--- config.mk ---
export PLATFORM = sky130hd
export DESIGN_NAME = rxuart_flat
export DESIGN_NICKNAME = d
export VERILOG_FILES = /design/src/rtl/rxuart_pkg.sv /design/src/rtl/rxuart_if.sv /design/src/rtl/uart_baud_tick.sv /design/src/rtl/rxuart.sv /design/src/flat_wrapper.sv
export SDC_FILE = /design/constraint.sdc
export NUM_CORES = 1
export LEC_CHECK = 0
export CAP_MARGIN = 40
export CORE_MARGIN = 4
export CORE_UTILIZATION = 50
export CTS_CLUSTER_DIAMETER = 40
export DETAILED_ROUTE_END_ITERATION = 16
export GPL_ROUTABILITY_DRIVEN = 1
export PLACE_DENSITY = 0.81
export SYNTH_ARGS = -nofsm -noshare
export SYNTH_HDL_FRONTEND = slang
export SYNTH_HIERARCHICAL = 1
export SYNTH_SLANG_ARGS = --single-unit
--- constraint.sdc ---
create_clock -name i_clk -period 2.9 [get_ports i_clk]
set_input_delay 0.725 -clock i_clk [delete_from_list [all_inputs] [get_ports i_clk]]
set_output_delay 0.725 -clock i_clk [all_outputs]
set_load 0.1 [all_outputs]
--- src/rtl/rxuart_pkg.sv ---
// Shared definitions for the 8N1 UART receiver: FSM encoding, framing constants, result payload.
package rxuart_pkg;

    localparam int unsigned OVERSAMPLE = 16;
    localparam int unsigned MID_SAMPLE = 7;
    localparam int unsigned DATA_BITS  = 8;
    localparam int unsigned SUB_W      = $clog2(OVERSAMPLE);
    localparam int unsigned IDX_W      = $clog2(DATA_BITS);

    typedef enum logic [2:0] {
        ST_IDLE  = 3'd0,
        ST_START = 3'd1,
        ST_DATA  = 3'd2,
        ST_STOP  = 3'd3,
        ST_BREAK = 3'd4
    } rx_state_e;

    typedef struct packed {
        logic [DATA_BITS-1:0] data;
        logic                 valid;
        logic                 frame_err;
    } rx_result_t;

    function automatic logic majority3(input logic a, input logic b, input logic c);
        return (a & b) | (a & c) | (b & c);
    endfunction

endpackage

--- src/rtl/rxuart_if.sv ---
// Receiver bus: serial input plus the byte/strobe/status outputs.
interface rxuart_if;

    logic                            i_uart_rx;
    logic [rxuart_pkg::DATA_BITS-1:0] o_data;
    logic                            o_valid;
    logic                            o_frame_err;
    logic                            o_busy;

    modport master (input i_uart_rx, output o_data, output o_valid, output o_frame_err, output o_busy);
    modport slave  (output i_uart_rx, input o_data, input o_valid, input o_frame_err, input o_busy);

endinterface

--- src/rtl/uart_baud_tick.sv ---
// Oversample tick generator: pulses once every CLK_HZ/(BAUD*OVERSAMPLE) clocks, restartable.
module uart_baud_tick #(
    parameter int unsigned CLK_HZ     = 16000000,
    parameter int unsigned BAUD       = 9600,
    parameter int unsigned OVERSAMPLE = 16
) (
    input  logic i_clk,
    input  logic i_rst_n,
    input  logic i_restart,
    output logic o_tick_c
);

    localparam int unsigned DIV   = CLK_HZ / (BAUD * OVERSAMPLE);
    localparam int unsigned CNT_W = (DIV >= 2) ? $clog2(DIV) : 1;

    if (DIV < 2) begin : g_div_check
        $error("uart_baud_tick: CLK_HZ/(BAUD*OVERSAMPLE) must be at least 2");
    end

    logic [CNT_W-1:0] cnt_q, cnt_d;

    assign o_tick_c = (cnt_q == CNT_W'(DIV - 1));

    // Restart realigns the tick phase to an external event (the start edge).
    always_comb begin
        cnt_d = cnt_q + CNT_W'(1);
        if (i_restart || o_tick_c) begin
            cnt_d = '0;
        end
    end

    always_ff @(posedge i_clk or negedge i_rst_n) begin
        if (!i_rst_n) begin
            cnt_q <= '0;
        end else begin
            cnt_q <= cnt_d;
        end
    end

endmodule

--- src/rtl/rxuart.sv ---
// 8N1 UART receiver with 16x oversampling and framing-error detection.
// Define RXUART_MAJORITY_EN for 2-of-3 voting over sub-samples 6/7/8.
module rxuart
    import rxuart_pkg::*;
#(
    parameter int unsigned CLK_HZ = 16000000,
    parameter int unsigned BAUD   = 9600
) (
    input  logic      i_clk,
    input  logic      i_rst_n,
    rxuart_if.master  bus
);

    logic [1:0]           sync_q, sync_d;
    logic                 rx_s;
    rx_state_e            state_q, state_d;
    logic [SUB_W-1:0]     s_q, s_d;
    logic [IDX_W-1:0]     bit_idx_q, bit_idx_d;
    logic [DATA_BITS-1:0] shreg_q, shreg_d;
    rx_result_t           result_q, result_d;
    logic                 busy_q, busy_d;
    logic                 tick_c, restart_c, sample_c, end_c, bit_c;

`ifdef RXUART_MAJORITY_EN
    localparam int unsigned SAMPLE_S = MID_SAMPLE + 1;
    logic [1:0] vote_q, vote_d;
    assign bit_c = majority3(vote_q[0], vote_q[1], rx_s);
`else
    localparam int unsigned SAMPLE_S = MID_SAMPLE;
    assign bit_c = rx_s;
`endif

    uart_baud_tick #(.CLK_HZ(CLK_HZ), .BAUD(BAUD), .OVERSAMPLE(OVERSAMPLE)) u_tick (
        .i_clk     (i_clk),
        .i_rst_n   (i_rst_n),
        .i_restart (restart_c),
        .o_tick_c  (tick_c)
    );

    assign sync_d   = {sync_q[0], bus.i_uart_rx};
    assign rx_s     = sync_q[1];
    assign sample_c = tick_c && (s_q == SUB_W'(SAMPLE_S));
    assign end_c    = tick_c && (s_q == SUB_W'(OVERSAMPLE - 1));

    always_ff @(posedge i_clk or negedge i_rst_n) begin
        if (!i_rst_n) begin
            state_q <= ST_IDLE;
        end else begin
            state_q <= state_d;
        end
    end

    always_comb begin
        state_d = state_q;
        case (state_q)
            ST_IDLE:  if (!rx_s) state_d = ST_START;
            ST_START: begin
                if (sample_c && bit_c) state_d = ST_IDLE;
                else if (end_c)        state_d = ST_DATA;
            end
            ST_DATA:  if (end_c && (bit_idx_q == IDX_W'(DATA_BITS - 1))) state_d = ST_STOP;
            // Good stop leaves half a bit early so the next start edge is caught cleanly.
            ST_STOP:  if (sample_c) state_d = bit_c ? ST_IDLE : ST_BREAK;
            ST_BREAK: if (rx_s) state_d = ST_IDLE;
            default:  state_d = ST_IDLE;
        endcase
    end

    always_comb begin
        restart_c          = 1'b0;
        s_d                = tick_c ? (s_q + SUB_W'(1)) : s_q;
        bit_idx_d          = bit_idx_q;
        shreg_d            = shreg_q;
        result_d           = result_q;
        result_d.valid     = 1'b0;
        result_d.frame_err = 1'b0;
        busy_d             = (state_q != ST_IDLE);
`ifdef RXUART_MAJORITY_EN
        vote_d = vote_q;
        if (tick_c && (s_q == SUB_W'(MID_SAMPLE - 1))) vote_d[0] = rx_s;
        if (tick_c && (s_q == SUB_W'(MID_SAMPLE)))     vote_d[1] = rx_s;
`endif
        case (state_q)
            ST_IDLE: begin
                s_d       = '0;
                bit_idx_d = '0;
                restart_c = !rx_s;
            end
            ST_DATA: begin
                if (sample_c) shreg_d = {bit_c, shreg_q[DATA_BITS-1:1]};
                if (end_c)    bit_idx_d = bit_idx_q + IDX_W'(1);
            end
            ST_STOP: begin
                if (sample_c && bit_c) begin
                    result_d.data  = shreg_q;
                    result_d.valid = 1'b1;
                end else if (sample_c) begin
                    result_d.frame_err = 1'b1;
                end
            end
            default: ;
        endcase
    end

    // Synchronizer resets high so reset release never looks like a start bit.
    always_ff @(posedge i_clk or negedge i_rst_n) begin
        if (!i_rst_n) begin
            sync_q    <= 2'b11;
            s_q       <= '0;
            bit_idx_q <= '0;
            shreg_q   <= '0;
            result_q  <= '0;
            busy_q    <= 1'b0;
        end else begin
            sync_q    <= sync_d;
            s_q       <= s_d;
            bit_idx_q <= bit_idx_d;
            shreg_q   <= shreg_d;
            result_q  <= result_d;
            busy_q    <= busy_d;
        end
    end

`ifdef RXUART_MAJORITY_EN
    always_ff @(posedge i_clk or negedge i_rst_n) begin
        if (!i_rst_n) begin
            vote_q <= 2'b11;
        end else begin
            vote_q <= vote_d;
        end
    end
`endif

    assign bus.o_data      = result_q.data;
    assign bus.o_valid     = result_q.valid;
    assign bus.o_frame_err = result_q.frame_err;
    assign bus.o_busy      = busy_q;

endmodule

--- src/flat_wrapper.sv ---
// flat-port wrapper written by rule: the top's interface ports become plain ports
module rxuart_flat import rxuart_pkg::*;
#(
    parameter int unsigned CLK_HZ = 16000000,
    parameter int unsigned BAUD   = 9600
)
  (i_clk, i_rst_n, bus_i_uart_rx, bus_o_data, bus_o_valid, bus_o_frame_err, bus_o_busy);
  rxuart_if bus_i ();
  input  logic i_clk;
  input  logic i_rst_n;
  input wire logic [$bits(bus_i.i_uart_rx)-1:0] bus_i_uart_rx;
  output wire logic [$bits(bus_i.o_data)-1:0] bus_o_data;
  output wire logic [$bits(bus_i.o_valid)-1:0] bus_o_valid;
  output wire logic [$bits(bus_i.o_frame_err)-1:0] bus_o_frame_err;
  output wire logic [$bits(bus_i.o_busy)-1:0] bus_o_busy;
  assign bus_i.i_uart_rx = bus_i_uart_rx;
  assign bus_o_data = bus_i.o_data;
  assign bus_o_valid = bus_i.o_valid;
  assign bus_o_frame_err = bus_i.o_frame_err;
  assign bus_o_busy = bus_i.o_busy;
  rxuart #(.CLK_HZ(CLK_HZ), .BAUD(BAUD)) u_core (.i_clk(i_clk), .i_rst_n(i_rst_n), .bus(bus_i));
endmodule
### Word level (Yosys, flattened, before mapping)

Cells that the tools add are included.
Widths: inputs -> output; s select.

| operators by class | value |
|---|---|
| add/sub/neg operators | 3 |
| multipliers | 0 |
| div/mod/pow operators | 0 |
| magnitude comparators | 0 |
| equality and inequality tests | 14 |
| shifts and indexed selects | 0 |
| muxes and demuxes | 18 |
| bitwise logic cells | 0 |
| reduce and logical (&&, ||, !) cells | 14 |

Operator list:

| operator | count |
|---|---|
| $mux 3 | 8 |
| $pmux 3 s5 | 1 |
| $mux 4 | 2 |
| $ne 2x1->1 const B | 4 |
| $add 7x1->7 const B | 1 |
| $eq 7x7->1 const B | 1 |
| $mux 7 | 1 |
| $eq 3x2->1 const B | 2 |
| $eq 3x3->1 const B | 2 |
| $pmux 3 s2 | 1 |
| $reduce_and 2->1 | 3 |
| $reduce_and 5->1 | 1 |
| $add 4x1->4 const B | 1 |
| $eq 4x3->1 const B | 1 |
| $eq 4x4->1 const B | 1 |
| $logic_and 1x1->1 | 4 |
| $mux 1 | 4 |
| $reduce_bool 2->1 | 2 |
| $add 3x1->3 const B | 1 |
| $eq 3x1->1 const B | 1 |
| $logic_not 3->1 | 1 |
| $ne 3x1->1 const B | 1 |
| $reduce_bool 3->1 | 1 |
| $mux 2 | 1 |
| 3 further kinds | 3 |

| word-level totals | value |
|---|---|
| flip-flop bits (word level) | 38 |
| latch bits | 0 |
| bits in writable memories | 0 |
| memory bits (read-only) | 0 |
| output and inout port bits | 11 |
| logic and storage cells | 59 |
| memories kept | 0 |

### Logic depth before layout (Yosys ltp)

| logic depth | value |
|---|---|
| depth in word-level cells | 5 |
| depth in mapped cells | 8 |

### Cells and area by module

The synthesis kept the hierarchy.

By module, submodules not included:

| module | instances | cells each | area each (µm²) | seq. area each (µm²) |
|---|---|---|---|---|
| rxuart | 1 | 105 | 1361.3 | 778.2 |
| uart_baud_tick | 1 | 33 | 339.1 | 175.2 |

### Least setup slack after synthesis

OpenSTA, ideal clock, no wires.

| timing | value |
|---|---|
| path type | flip-flop to flip-flop |
| start point | reg u_core.u_tick.cnt_q[3] |
| end point | reg u_core.shreg_q[0] |
| setup time | 125 ps |
| data arrival time | 2096 ps |
| slack | 679 ps |
| stages on the path, launching flop included | 8 |
| clock period less this slack | 2221 ps |
| path through | dfrtp_1 > or3b_1 > nor2_1 > buf_4 > nand3_2 > or4_4 > buf_6 > mux2_4 |

| between the ends | value |
|---|---|
| word-level cells in the longest chain between the ends | 3 |

Ends and longest elaborated chain:

| item | line | RTL |
|---|---|---|
| from (decl) | uart_baud_tick.sv:20 | `logic [CNT_W-1:0] cnt_q, cnt_d;` |
| from (signal assigned) | uart_baud_tick.sv:36 | `cnt_q <= cnt_d;` |
| $eq 7x7->1 | uart_baud_tick.sv:22 | `assign o_tick_c = (cnt_q == CNT_W'(DIV - 1));` |
| net u_core.tick_c | rxuart.sv:22 | `logic tick_c, restart_c, sample_c, end_c, bit_c;` |
| $logic_and 1x1->1 | rxuart.sv:42 | `assign sample_c = tick_c && (s_q == SUB_W'(SAMPLE_S));` |
| $reduce_and 2->1 (no source line) | -- |  |
| to (signal assigned) | rxuart.sv:118 | `shreg_q <= shreg_d;` |
| to (decl) | rxuart.sv:19 | `logic [DATA_BITS-1:0] shreg_q, shreg_d;` |

The timed path passes the listed nets, and every way through them passes these cells.
A chain may end at the register's enable or synchronous reset.

### Final worst setup path

| timing | value |
|---|---|
| start point | reg u_core.u_tick.cnt_q[3] |
| end point | reg u_core.result_q, in the netlist u_core/bus.o_data[5] |

| between the ends | value |
|---|---|
| word-level cells in the longest chain between the ends | 4 |

Ends and longest elaborated chain:

| item | line | RTL |
|---|---|---|
| $eq 7x7->1 | uart_baud_tick.sv:22 |  |
| net u_core.tick_c | rxuart.sv:22 |  |
| $logic_and 1x1->1 | rxuart.sv:42 |  |
| $logic_and 1x1->1 | rxuart.sv:94 | `if (sample_c && bit_c) begin` |
| $reduce_and 2->1 (no source line) | -- |  |
| to (signal assigned) | rxuart.sv:119 | `result_q <= result_d;` |
| to (decl) | rxuart.sv:20 | `rx_result_t result_q, result_d;` |

The timed path passes the listed nets, and every way through them passes these cells.

==> impl_metrics.ini <==
[run_status]
status = finished clean

[floorplan]
rows = 20
die_h_um = 66.3
initial_core_util = 0.539
coreArea_mm2 = 0.00315
num_io_pins = 14
dieArea_mm2 = 0.00440
die_w_um = 66.3

[grt]
grt_pass1_wl_um = 4850
grt_usage = 0.149
antenna_found_initial = 0
overflow = 0
grt_max_degree = 39
grt_pass1_vias = 1092

[cts]
cts_sinks = 38
holdBufCountCts = 0
cts.path.max_buffers = 2
clkLatencyLatePin_ns = 0.34
clkTransAtPathRegs_ns = 0.11
cts_root_buf = clkbuf_4
cts.repair.resized = 0
numCtsBuffers = 5
cts_tree = built
h-tree-depth = 2
post-cts-setup-buffers = 0

[critical_path]
crit_arrival_ns = 2.53
path_delay_family = simple AND/OR/NAND/NOR gates
crit_path_start_kind = flip-flop
r2r.worst_path.cells = 5
path_buf_inv = 0
crit_chain = or3b_1 -> nor2_1 -> nand3_2 -> nor4_4 -> mux2_2
path_depth = 5
cpMaxStageDelayCell = nor4_4
crit_type = reg2reg
worst_setup_path_end_kind = flip-flop
critPathMaxStageDelay_ns = 0.58
cp_max_fo = 8
cp.required_ns = 3.13

[timing]
max_clock_freq_mhz = 436
hold_viol_final = 0
maxSlewViolCount = 0
period_minus_slack_ns = 2.30
final.setup.worst_slack_ns = 0.605
slew_headroom = 0.610
finalCritPeriodShare = 0.792
setup_viol = 0
rsz0062_at_grt = no
setup-tns-final_ns = 0
finClkSkew_ns = 0.0111
tightest_slew_ns = 0.580

[drt]
drtPass1Iterations = 6
drt_iter0_drc = 40
wl_um = 2730
vias_per_cell = 5.43
routed-via-count = 1081
antenna_left = 0
drc = 0
routedWlPerCell_um = 13.7

[yosys]
avgSynthCellArea_um2 = 12.3
synthTopCellsByArea = dfrtp_1, mux2_4, mux2_2
ys_seq_area_frac = 0.561
yosysTopAreaCell = dfrtp_1
syn_inst = 138
synth_seq_cells = 38
synth_top_area_frac = 0.530
yosysWarnings = 6
syn_nets = 145
yosysUniqueCellTypes = 38
syn_area_mm2 = 0.00170

[placement]
portBuffers = 13
dp_slack_ns = 0.582
post-dp-hpwl_um = 1990
place_inst = 191
gp_congestion = 0.748

[final_layout]
area_growth_pct = 14.6
n_antenna_cell = 0
drive_gt1_frac = 0.290
fin_nets = 161
fin_cells = 199
nFillCells = 274

[min_path]
worstHoldPathCells = 0
hold_path.class = reg2reg

[power]
peakVddDrop_v = 0.000399
power_leakage_nw = 0.966
power_density_mw_per_mm2 = 517

[flow_run]
max-cap-violations = 0
## power breakdown
group	switching [mW]	leakage [nW]	internal, mW	total (mW)
clock network	0.168	0.0585	0.292	0.460
registers	0.00163	0.504	0.532	0.534
logic	0.0104	0.403	0.00357	0.0140
total	0.180	0.966	0.828	1.01
## stage by stage
| stage | total power [mW] | util | cell area [µm²] | hold WS [ns] |
|---|---|---|---|---|
| finish | 1.01 | 0.618 | 1950 | 0.361 |
| global route | 1.06 | 0.618 | 1950 | 0.369 |
| CTS | 1.03 | 0.618 | 1950 | 0.363 |
| detailed placement | 0.559 | 0.583 | 1840 | 0.347 |
| global placement | 0.559 | 0.583 | 1840 | 0.347 |
| floorplan | 0.545 | - | 1700 | 0.345 |
## logic make-up (layout without fill, tap and decap cells)
group | Yosys count | in the layout | synth area share
DFF | 38 | 38 | 0.561
and+or+nand+nor | 47 | 47 | 0.164
adders and majority gates | 4 | 4 | 0.0294
buffers and inverters | 11 | 28 | 0.0324
muxes | 17 | 17 | 0.130
xor gates and xnor gates | 6 | 6 | 0.0309
AOI/OAI and AO/OA | 15 | 15 | 0.0530
## synthesized netlist by cell type
cell / number
buf_4: 1
o32ai_1: 1
o21ai_0: 5
a21oi_1: 5
nand2b_1: 1
and3b_1: 1
or4_1: 1
mux2_2: 8
inv_1: 5
buf_6: 1
buf_2: 2
a221oi_1: 1
nand3_1: 9
nor4_4: 1
dfrtp_1: 36
nand2_1: 4
nand4b_1: 1
a211o_1: 1
clkbuf_1: 2
dfstp_2: 2
mux2i_1: 1
and4_2: 1
nor2_1: 15
or4_4: 1
nor3_1: 1
o21bai_1: 1
mux2_4: 8
or3_1: 1
ha_1: 4
xor2_1: 3
xnor2_1: 3
nor2b_1: 1
or4b_1: 1
a31oi_1: 1
nand3_2: 2
or3b_1: 1
and3_2: 1
nand4_1: 4
## layer usage
metal | GRT usage | vias up | routed length [µm]
li1 | - | 518 | -
met1 | 0.167 | 541 | 1130
met2 | 0.254 | 16 | 1420
met3 | 0.0612 | 6 | 115
met4 | 0.0533 | 0 | 57
met5 | 0 | - | 0
## worst reg2reg max path, cell delays in order, from the launching register on
cell	delay, ns
dfrtp_1	0.46
or3b_1	0.42
nor2_1	0.17
nand3_2	0.16
nor4_4	0.58
mux2_2	0.41
## layout by cell type, fill, tap and decap left out
cell type	count
nor4_4	1
nor3_1	1
or3_1	1
a21oi_1	5
and3b_1	1
mux2_2	8
nand3_2	2
nor2_1	15
xnor2_1	3
o32ai_1	1
clkbuf_4	5
and4_2	1
mux2i_1	1
o21ai_0	5
clkdlybuf4s50_1	2
or3b_1	1
or4_4	1
o21bai_1	1
nand3_1	9
nand2_1	4
mux2_4	8
dfstp_2	2
nand4b_1	1
dfrtp_1	36
inv_1	5
nand4_1	4
a31oi_1	1
buf_4	13
a211o_1	1
or4_1	1
xor2_1	3
clkbuf_8	1
nor2b_1	1
and3_2	1
or4b_1	1
nand2b_1	1
a221oi_1	1
bufinv_16	2
ha_1	4
## final cells by class
cell class | instances | area (µm²) | share of cell area
multi-input cells | 89 | 692 | 0.355
well taps | 44 | 55.1 | 0.0283
repair buffers | 15 | 118 | 0.0604
clock inverters | 2 | 60.1 | 0.0308
flip-flops and latches | 38 | 953 | 0.489
inverters | 5 | 18.8 | 0.00963
clock buffers | 6 | 51.3 | 0.0263
## state kept, by name, indices dropped and copies added (netlist names)
name,count
u_core/shreg_q,8
u_core/bus.o_frame_err,1
u_core/s_q,4
u_core/sync_q,2
u_core/bus.o_busy,1
u_core/u_tick/cnt_q,7
u_core/bus.o_data,8
u_core/state_q,3
u_core/bus.o_valid,1
u_core/bit_idx_q,3
## path summary, 6_finish.rpt
check / startpoint / end / slack, ns
min in group asynchronous: i_rst_n / u_core/shreg_q[4]$_DFFE_PN0P_ / 0.79
min: u_core/sync_q[0]$_DFF_PN1_ / u_core/sync_q[1]$_DFF_PN1_ / 0.36
max in group asynchronous: i_rst_n / u_core/sync_q[1]$_DFF_PN1_ / 1.75
min reg2reg: u_core/sync_q[0]$_DFF_PN1_ / u_core/sync_q[1]$_DFF_PN1_ / 0.36
max reg2reg: u_core/u_tick/cnt_q[3]$_DFF_PN0_ / u_core/bus.o_data[5]$_DFFE_PN0P_ / 0.60
max: u_core/u_tick/cnt_q[3]$_DFF_PN0_ / u_core/bus.o_data[5]$_DFFE_PN0P_ / 0.60
No activity file was read; power rests on OpenSTA's default activity.
